<file path="src/rtl/mul_pkg.sv">
// Shared types and sizing helpers for the sequential multiplier library.
package mul_pkg;

   typedef enum logic [1:0] {
      IDLE,
      RUN,
      RESOLVE,
      DONE
   } state_t;

   localparam int unsigned MUL_DEF_WIDTH = 8;

   function automatic int unsigned mul_iter(input int unsigned width);
      return width / 2;
   endfunction

   function automatic int unsigned mul_cnt_width(input int unsigned width);
      return $clog2(mul_iter(width));
   endfunction

   localparam int unsigned MUL_DEF_CNT_W = mul_cnt_width(MUL_DEF_WIDTH);

endpackage

</file>
<file path="src/rtl/compressor_4to2.sv">
// One bit slice of a 4:2 compressor, built from two chained full adders.
module compressor_4to2 (
   input  logic x0,
   input  logic x1,
   input  logic x2,
   input  logic x3,
   input  logic cin,
   output logic sum,
   output logic carry,
   output logic cout
);

   logic s1;

   // cout depends only on x0..x2, so chaining slices via cin never forms a ripple path
   assign s1    = x0 ^ x1 ^ x2;
   assign cout  = (x0 & x1) | (x0 & x2) | (x1 & x2);
   assign sum   = s1 ^ x3 ^ cin;
   assign carry = (s1 & x3) | (s1 & cin) | (x3 & cin);

endmodule

</file>
<file path="src/rtl/csa_seq_mul.sv">
// Radix-4 sequential multiplier with a carry-save accumulator and one final add.
// Define CSA_SEQ_MUL_SIGNED_EN for two's complement operands.
module csa_seq_mul
   import mul_pkg::*;
#(
   parameter int unsigned WIDTH = 8
) (
   input  logic                 clk,
   input  logic                 rst,
   input  logic                 in_valid,
   output logic                 in_ready,
   input  logic [WIDTH-1:0]     a,
   input  logic [WIDTH-1:0]     b,
   output logic                 out_valid,
   input  logic                 out_ready,
   output logic [2*WIDTH-1:0]   product
);

   localparam int unsigned PW   = 2 * WIDTH;
   localparam int unsigned ITER = mul_iter(WIDTH);
   localparam int unsigned CW   = mul_cnt_width(WIDTH);

   state_t            state;
   logic [PW-1:0]     mcand;
   logic [WIDTH-1:0]  mplier;
   logic [PW-1:0]     sum_r;
   logic [PW-1:0]     carry_r;
   logic [CW-1:0]     cnt;

   logic [PW-1:0]     pp0;
   logic [PW-1:0]     pp1;
   logic [PW-1:0]     row_sum;
   logic [PW-1:0]     row_carry;
   logic [PW-1:0]     row_cout;
   logic [PW-1:0]     row_cin;
   logic [PW-1:0]     resolved;
   logic [WIDTH-1:0]  mag_a;
   logic [WIDTH-1:0]  mag_b;

`ifdef CSA_SEQ_MUL_SIGNED_EN
   logic neg;

   assign mag_a = a[WIDTH-1] ? -a : a;
   assign mag_b = b[WIDTH-1] ? -b : b;
`else
   assign mag_a = a;
   assign mag_b = b;
`endif

   assign pp0      = mplier[0] ? mcand : '0;
   assign pp1      = mplier[1] ? (mcand << 1) : '0;
   assign row_cin  = row_cout << 1;
   assign resolved = sum_r + carry_r;

   for (genvar i = 0; i < PW; i++) begin : g_row
      compressor_4to2 u_slice (
         .x0    (sum_r[i]),
         .x1    (carry_r[i]),
         .x2    (pp0[i]),
         .x3    (pp1[i]),
         .cin   (row_cin[i]),
         .sum   (row_sum[i]),
         .carry (row_carry[i]),
         .cout  (row_cout[i])
      );
   end

   always_ff @(posedge clk or posedge rst) begin
      if (rst) begin
         state     <= IDLE;
         in_ready  <= 1'b1;
         out_valid <= 1'b0;
         product   <= '0;
         mcand     <= '0;
         mplier    <= '0;
         sum_r     <= '0;
         carry_r   <= '0;
         cnt       <= '0;
`ifdef CSA_SEQ_MUL_SIGNED_EN
         neg       <= 1'b0;
`endif
      end else begin
         case (state)
            IDLE: begin
               if (in_valid) begin
                  mcand    <= PW'(mag_a);
                  mplier   <= mag_b;
                  sum_r    <= '0;
                  carry_r  <= '0;
                  cnt      <= '0;
`ifdef CSA_SEQ_MUL_SIGNED_EN
                  neg      <= a[WIDTH-1] ^ b[WIDTH-1];
`endif
                  in_ready <= 1'b0;
                  state    <= RUN;
               end
            end
            RUN: begin
               sum_r   <= row_sum;
               // slice carries carry weight 2; the bit shifted out of the top is dropped
               carry_r <= row_carry << 1;
               mcand   <= mcand << 2;
               mplier  <= mplier >> 2;
               cnt     <= cnt + CW'(1);
               if (cnt == CW'(ITER - 1)) begin
                  state <= RESOLVE;
               end
            end
            RESOLVE: begin
`ifdef CSA_SEQ_MUL_SIGNED_EN
               product <= neg ? -resolved : resolved;
`else
               product <= resolved;
`endif
               out_valid <= 1'b1;
               state     <= DONE;
            end
            DONE: begin
               if (out_ready) begin
                  out_valid <= 1'b0;
                  in_ready  <= 1'b1;
                  state     <= IDLE;
               end
            end
            default: begin
               state <= IDLE;
            end
         endcase
      end
   end

endmodule

</file>
<file path="config.mk">
export PLATFORM = sky130hd
export DESIGN_NAME = csa_seq_mul
export DESIGN_NICKNAME = d
export VERILOG_FILES = /design/src/rtl/mul_pkg.sv /design/src/rtl/compressor_4to2.sv /design/src/rtl/csa_seq_mul.sv
export SDC_FILE = /design/constraint.sdc
export NUM_CORES = 1
export LEC_CHECK = 0
export CAP_MARGIN = 15
export CORE_ASPECT_RATIO = 0.9
export CORE_UTILIZATION = 55
export CTS_CLUSTER_DIAMETER = 40
export DETAILED_ROUTE_END_ITERATION = 12
export GPL_ROUTABILITY_DRIVEN = 1
export GPL_TIMING_DRIVEN = 0
export HOLD_SLACK_MARGIN = 0.05
export MAX_ROUTING_LAYER = met4
export PLACE_DENSITY = 0.76
export SLEW_MARGIN = 0
export SYNTH_ARGS = -nofsm -noshare
export SYNTH_HDL_FRONTEND = slang
export SYNTH_HIERARCHICAL = 1
export SYNTH_SLANG_ARGS = --single-unit
</file>
<file path="constraint.sdc">
create_clock -name clk -period 5.1 [get_ports clk]
set_input_delay 1.275 -clock clk [delete_from_list [all_inputs] [get_ports clk]]
set_output_delay 1.275 -clock clk [all_outputs]
set_load 0.01 [all_outputs]
</file>
==> impl_metrics.json, run 1 <==
{
  "min_path_cells": 2,
  "hold_viol": 0,
  "place_inst": 682,
  "worstSetupStartpoint": "in_ready$_DFFE_PP1P_",
  "syn2layout_area_growth_pct": 15.2,
  "path_cells": "clkdlybuf4s50_1",
  "worst_slack_ns": 2.38,
  "cts.sinks": 77,
  "clk_pin_slew_ns": 0.08,
  "rsz0062_at_grt": "false",
  "hold-worst-slack_ns": 0.483,
  "finalMaxSlewViolations": 0,
  "utilization": 0.669,
  "r2r_cells": 7,
  "overflow": 0,
  "critPathKind": "register to output port",
  "core_mm2": 0.00877,
  "die-area_mm2": 0.00965,
  "status": "finished clean",
  "place_ws_ns": 2.13,
  "drt_first_pass_iters": 4,
  "vdd_drop_max_v": 0.000273,
  "fmax_mhz": 368,
  "p_seq_frac": 0.331,
  "gp_congestion": 0.819,
  "numCtsBuffers": 9,
  "netlist_area_mm2": 0.00509,
  "postCtsHoldBufs": 0,
  "grt_max_degree": 41,
  "crit_family": "flip-flops",
  "finalPower_mw": 3.06,
  "fin_crit_ns": 2.72,
  "cts_max_level": 3,
  "clkPwrFrac": 0.170,
  "slowest_delay_ns": 0.55,
  "cts_tree": "yes",
  "final_cell_mix": "inv_1 (135), dfrtp_1 (76), a22o_1 (44)",
  "slowest_stage": "dfstp_2",
  "synth.avg_cell_area_um2": 9.73,
  "start_util": 0.581,
  "p_comb_frac": 0.499,
  "hold_end": "mplier[2]$_DFFE_PP0P_",
  "period_share": 0.533,
  "first_global_vias": 3684,
  "hold_path.class": "register to register",
  "fin_nets": 646,
  "r2r_start": "mplier[0]$_DFFE_PP0P_",
  "clock_path_buffers": 2,
  "final_common_cell": "inv_1",
  "power.leakage_nw": 2.85,
  "p_int_mw": 1.80,
  "timing.setup.tns_ns": 0,
  "critPathLaunchType": "register",
  "cp.required_ns": 3.83,
  "num_rows": 32,
  "root_buffer": "clkbuf_8",
  "postCtsSetupBuffers": 0,
  "r2r_end": "sum_r[7]$_DFFE_PP0P_",
  "synthCells": 523,
  "worstMarginPinSlew_ns": 0.641,
  "clk_latency_ns": 0.36,
  "n_antenna_cell": 0,
  "crit_path_end_kind": "output port",
  "hp-start": "mplier[2]$_DFFE_PP0P_",
  "slew_headroom": 0.573,
  "drtIter0Drc": 135,
  "die_h_um": 93.3,
  "via_per_inst": 5.11,
  "pin_count": 38,
  "path_max_fanout": 3,
  "vias": 3568,
  "drt_wl_total_mm": 9.67,
  "grt_pass1_wl_mm": 17.0,
  "dpl_cell_area_mm2": 0.00564,
  "drive_above_1_share": 0.0864,
  "grtUsageTotal": 0.239,
  "post_cts_resized": 0,
  "critPathArrivalTime_ns": 1.44,
  "p_sw_mw": 1.26,
  "path_buf_inv": 1,
  "yosys_warnings": 6,
  "detail-route-antenna-nets": 0,
  "drt-wirelength-per-cell_um": 13.9,
  "hpwl_mm": 7.51,
  "finClkSkew_ns": 0.00608,
  "setup_viol": 0,
  "ff2ff_setup_slack_ns": 2.75,
  "design_area_mm2": 0.00586,
  "io_buffers": 37,
  "fin_cells": 698,
  "max_cap_viol_count": 0,
  "antenna_found_initial": 0,
  "power_density_mw_per_mm2": 522,
  "drc": 0,
  "die_w_um": 103,
  "swShare": 0.411
}
-- power groups by stage --
| stage | combinational [mW] | clock, mW | sequential (mW) |
|---|---|---|---|
| floorplan | 1.08 | 0 | 0.998 |
| global placement | 1.46 | 0 | 1.01 |
| detailed placement | 1.52 | 0 | 1.03 |
| CTS | 1.54 | 0.522 | 1.02 |
| global route | 1.75 | 0.550 | 1.05 |
| finish | 1.53 | 0.518 | 1.01 |
-- flip-flops by register name, indices dropped and copies added (netlist names) --
| signal | count |
|---|---|
| cnt | 2 |
| sum_r | 16 |
| state | 2 |
| in_ready | 1 |
| carry_r | 15 |
| out_valid | 1 |
| mplier | 8 |
| mcand | 16 |
| product | 16 |
-- how the worst max path moves through the flow --
stage,to,slack [ns],depth (start not counted)
final,in_ready,2.38,1
after global routing,mplier[5]$_DFFE_PP0P_,2.33,6
after global placement,product[4]$_DFFE_PP0P_,0.63,2
after floorplan,carry_r[10]$_DFFE_PP0P_,1.86,1
after CTS,in_ready,2.37,1
after detailed placement,mplier[5]$_DFFE_PP0P_,2.13,6
-- layer usage --
metal / up-vias / track usage / part of all wire
li1: 1773 / - / -
met2: 75 / 0.381 / 0.47
met3: 15 / 0.0366 / 0.037
met4: 0 / 0.0669 / 0.014
met5: - / - / 0
met1: 1705 / 0.318 / 0.48
-- final cells by class --
| type | instances | area (um^2) |
|---|---|---|
| Buffer | 23 | 109 |
| Clock buffer | 10 | 138 |
| Clock inverter | 6 | 86.3 |
| Fill cell | 700 | 2900 |
| Inverter | 136 | 513 |
| Multi-Input combinational cell | 289 | 2550 |
| Sequential cell | 77 | 1930 |
| Tap cell | 119 | 149 |
| Timing Repair Buffer | 38 | 390 |
Note: power is estimated with default switching activity, not from simulation.
==> inputs of run 2 (changes only) <==
==> constraint.sdc (replaced) <==
create_clock -name clk -period 2.73 [get_ports clk]
set_input_delay 0.6825 -clock clk [delete_from_list [all_inputs] [get_ports clk]]
set_output_delay 0.6825 -clock clk [all_outputs]
set_load 0.01 [all_outputs]
==> results of run 2 <==
Same layout as run 1 (identical final DEF). Status: finished clean.
Main changes from that run: setup slack after placement 2.13 ns -> 0.350 ns; setup slack after layout 2.38 ns -> 0.376 ns; start point of the critical path in_ready$_DFFE_PP1P_ -> mplier[0]$_DFFE_PP0P_; end point of the critical path in_ready -> sum_r[7]$_DFFE_PP0P_; register-to-register setup slack 2.75 ns -> 0.38 ns; total power 3.06 mW -> 5.71 mW; worst IR drop on VDD 0.000273 V -> 0.000510 V
==> inputs of run 3 (changes only) <==
--- a/config.mk
+++ b/config.mk
@@ -15,6 +15,7 @@
 export HOLD_SLACK_MARGIN = 0.05
 export MAX_ROUTING_LAYER = met4
 export PLACE_DENSITY = 0.76
+export SKIP_CTS_REPAIR_TIMING = 1
 export SLEW_MARGIN = 0
 export SYNTH_ARGS = -nofsm -noshare
 export SYNTH_HDL_FRONTEND = slang
==> results of run 3 <==
Same layout as run 1 (identical final DEF). Status: finished clean.
Main changes from that run: setup slack after placement 2.13 ns -> 0.350 ns; setup slack after layout 2.38 ns -> 0.376 ns; start point of the critical path in_ready$_DFFE_PP1P_ -> mplier[0]$_DFFE_PP0P_; end point of the critical path in_ready -> sum_r[7]$_DFFE_PP0P_; register-to-register setup slack 2.75 ns -> 0.38 ns; total power 3.06 mW -> 5.71 mW; worst IR drop on VDD 0.000273 V -> 0.000510 V
==> patch 1: new RTL, flow settings as in run 3 <==
Re-encode `state_t` (4 states) as one-hot, 4 bits wide.
--- a/src/rtl/mul_pkg.sv
+++ b/src/rtl/mul_pkg.sv
@@ -1,11 +1,11 @@
 // Shared types and sizing helpers for the sequential multiplier library.
 package mul_pkg;
 
-   typedef enum logic [1:0] {
-      IDLE,
-      RUN,
-      RESOLVE,
-      DONE
+   typedef enum logic [3:0] {
+      IDLE    = 4'b0001,
+      RUN     = 4'b0010,
+      RESOLVE = 4'b0100,
+      DONE    = 4'b1000
    } state_t;
 
    localparam int unsigned MUL_DEF_WIDTH = 8;
Formal check against the unedited RTL: no difference found for any inputs over 4 cycles, from zero or initial values and one cycle with rst high; so few cycles prove little.
==> patch 1 against run 3 <==
- worst setup slack better by 67 ps
- cell area rose by 1.1%
- largest power group unchanged
- clock power down 15%
- clock skew up 2.0 ps
- sequential cell count grew 2
- global-route usage up 2.3 points
- area after synthesis up 1.8%
- via count is 14% higher
- power is 19% lower
- largest cell class unchanged
- routed wire length grew 16%
==> patch 1: results (changes against run 3) <==
MET1_LENGTH_UM=5040  # +8.9%
SHARE_OF_CELLS_ABOVE_DRIVE_STRENGTH_1=0.0495  # -0.0368
CLOCKROOTBUFFER='sky130_fd_sc_hd__clkbuf_8'
USE_MET1=0.342  # +0.0242
AVGROUTEDWIREPERCELL_UM=14.2  # +2.3%
P_SW_W=0.00200  # -15%
TIMING_WORST_SLEW_PIN_VALUE_PS=575  # -66.3 ps
CLK_PWR_W=0.000826  # -15%
R2R_SETUP_SLACK_PS=440  # +70 ps
CP-ENDPOINT='sum_r[11]$_DFFE_PP0P_'
POWER.INTERNAL_W=0.00264  # -22%
FILL_CELLS=807  # +15%
HPWL_UM=8510  # +13%
DRT_FIRST_PASS_ITERS=5  # +1
DETAILROUTE.WIRELENGTH.MET3_UM=677  # +92%
WIRE_LENGTH_OF_THE_FIRST_GLOBAL_ROUTING_PASS_UM=19400  # +14%
POST-PLACE-WS_PS=456  # +106 ps
ROUTE.FINAL.WIRE_LENGTH_UM=11200  # +16%
POWER.IR.VDD_WORST_uV=456  # -11%
SEQPWRFRAC=0.373  # +0.042
POST_SYNTH.CELL_AREA_AVG_UM2=8.50  # -13%
WORSTPATHARRIVAL_PS=2540  # -60 ps
GRT_START_MAX_NET_PINS=62  # +51%
OUTCOME='completed'
DR_WL_MET2_UM=5280  # +16%
ACHIEVABLE_FREQUENCY_GHz=0.437  # +2.9%
PLACEDINSTANCEAREA_UM2=5750  # +1.9%
TOTAL_LEAKAGE_POWER_nW=2.98  # +4.5%
ROUTED-VIA-COUNT=4057  # +14%
GR-USAGE-MET2=0.414  # +0.0331
NETS=729  # +13%
WORSTREG2REGEND='sum_r[11]$_DFFE_PP0P_'
WORST_SETUP_STARTPOINT='mplier[0]$_DFFE_PP0P_'
GRT_USE_TOTAL=0.262  # +0.0233
SYNTH-WARNING-COUNT=6  # unchanged
FIN_SKEW_PS=8.12  # +2.05 ps
SEQCELLAREA_UM2=1980  # +2.7%
PLACEDCELLCOUNT=772  # +13%
DRT_FIRST_ITER_VIOLATIONS=207  # +53%
PLACE.GP.CONGESTION=0.825  # +0.82%
GROUTE.LAYER.MET3.USAGE=0.0527  # +0.0161
LENGTH_IN_CELLS_OF_THE_WORST_REG_TO_REG_PATH=10  # +3
patch 1: how the worst min path moves through the flow:
stage                           startpoint                     end  slack [ps]  depth (start not counted)
global placement    product[1]$_DFFE_PP0N_  product[1]$_DFFE_PP0N_         460                          2
global route        product[0]$_DFFE_PP0N_  product[0]$_DFFE_PP0N_         520                          2
detailed placement  product[1]$_DFFE_PP0N_  product[1]$_DFFE_PP0N_         470                          2
finish              product[2]$_DFFE_PP0N_  product[2]$_DFFE_PP0N_         480                          2
floorplan               cnt[0]$_DFFE_PP0P_      cnt[0]$_DFFE_PP0P_         450                          1
CTS                   in_ready$_DFFE_PP1P_    in_ready$_DFFE_PP1P_         490                          2
patch 1: layout make-up:
cell class,count,share of cell area
plain buffers,29,0.0228
clock buffers,10,0.0232
clock inverters,6,0.00760
inverters,129,0.0821
multi-input cells,375,0.438
flip-flops and latches,79,0.334
well taps,122,0.0257
repair buffers,38,0.0671
==> patch 2: new RTL, settings of run 3 <==
Made on the original files. Set the parameter `WIDTH` to 10 (it was 8).
--- a/src/rtl/csa_seq_mul.sv
+++ b/src/rtl/csa_seq_mul.sv
@@ -3,7 +3,7 @@
 module csa_seq_mul
    import mul_pkg::*;
 #(
-   parameter int unsigned WIDTH = 8
+   parameter int unsigned WIDTH = 10
 ) (
    input  logic                 clk,
    input  logic                 rst,
Interface: changed (resized a, b and product); port bits go from 38 to 46. The function was not compared with the original's and may differ.
==> patch 2 against run 3 <==
- die area rose by 26%
- clock skew rose by 4.6 ps
- sequential cell count rose by 19
- sequential power rose by 26%
- cell count rose by 30%
- power rose by 28%
- routed wire length rose by 45%
- area after synthesis rose by 26%
- fmax fell by 7.5%
- cell area rose by 27%
- worst setup slack got worse by 190 ps
- via count rose by 34%
==> patch 2: results (changes against run 3) <==
TIMING.CRITICAL_PATH.FANOUT_MAX=7  # -3
HPWL_UM=10600  # +41%
WORSTREG2REGEND='product[17]$_DFFE_PP0P_'
MULTIINPUTCOMBCELLCOUNT=385  # +33%
OUTCOME='completed'
WIRE_LENGTH_OF_THE_FIRST_GLOBAL_ROUTING_PASS_UM=24300  # +43%
POST-PLACE-WS_PS=235  # -116 ps
GRT_START_MAX_NET_PINS=38  # -7.3%
WORST_SLACK_PS=184  # -192 ps
WORST_SETUP_STARTPOINT='carry_r[1]$_DFFE_PP0P_'
NFLOPSANDLATCHES=96  # +25%
VIAS_IN_THE_FIRST_GLOBAL_ROUTE=5186  # +41%
NETS=834  # +29%
FIN_WORST_HOLD_SLACK_PS=480  # -2.43 ps
PLACE.GP.CONGESTION=0.907  # +11%
GROUTE.LAYER.MET3.USAGE=0.0499  # +0.0133
CRITICAL-PATH-SLOWEST-CELL='sky130_fd_sc_hd__or4_4'
ROUTE.FINAL.WIRE_LENGTH_UM=14100  # +45%
SEQAREAFRACTION=0.324  # -0.00484
FIN_SKEW_PS=10.6  # +4.56 ps
DETAILROUTE.WIRELENGTH.MET3_UM=712  # +100%
FILL_CELLS=990  # +41%
USE_MET1=0.331  # +0.0133
SHARE_OF_CELLS_ABOVE_DRIVE_STRENGTH_1=0.0547  # -0.0317
NONCLOCKBUFFERCOUNT=78  # +28%
HOLD_PATH_STARTPOINT='mplier[3]$_DFFE_PP0P_'
CLOCKROOTBUFFER='sky130_fd_sc_hd__clkbuf_16'
WORST_HOLD_PATH.ENDPOINT='mplier[3]$_DFFE_PP0P_'
TOTAL_LEAKAGE_POWER_nW=3.50  # +23%
PLACEMENT.IO_BUFFERS=44  # +19%
GRT_USE_TOTAL=0.272  # +0.0328
FINAL.SIGNAL_INVERTER_COUNT=175  # +29%
MET1_LENGTH_UM=5980  # +29%
CLOCK_BUFFER_COUNT=12  # +2
CRIT_PATH_END_KIND='register'
BUFFER_AREA_FRAC=0.0811  # -0.00402
ROUTED_VIA_DENSITY=5.29  # +3.5%
RELSLEWSLACK=0.488  # -0.0845
patch 2: through the flow:
| step | total power, W | std cells | setup TNS, ps | util | cell area (um2) |
|---|---|---|---|---|---|
| after global routing | 0.00790 | 906 | 0 | 0.652 | 7420 |
| after CTS | 0.00733 | 906 | 0 | 0.651 | 7420 |
| final | 0.00731 | 906 | 0 | 0.652 | 7420 |
| after floorplan | 0.00482 | 688 | 0 | - | 6440 |
| after global placement | 0.00576 | 888 | -7420 | 0.621 | 7080 |
| after detailed placement | 0.00600 | 890 | 0 | 0.625 | 7120 |
patch 2: report_power, final:
| group | switching, W | internal (W) | total (W) |
|---|---|---|---|
| sequential | 0.000431 | 0.00195 | 0.00238 |
| combinational | 0.00207 | 0.00154 | 0.00361 |
| clock | 0.000572 | 0.000741 | 0.00131 |
| total | 0.00307 | 0.00423 | 0.00731 |
patch 2: tightest hold or removal path: stages (launching register included):
cell,delay [ps]
sky130_fd_sc_hd__dfrtp_1,340
sky130_fd_sc_hd__nand2_1,50
sky130_fd_sc_hd__o21ai_0,60
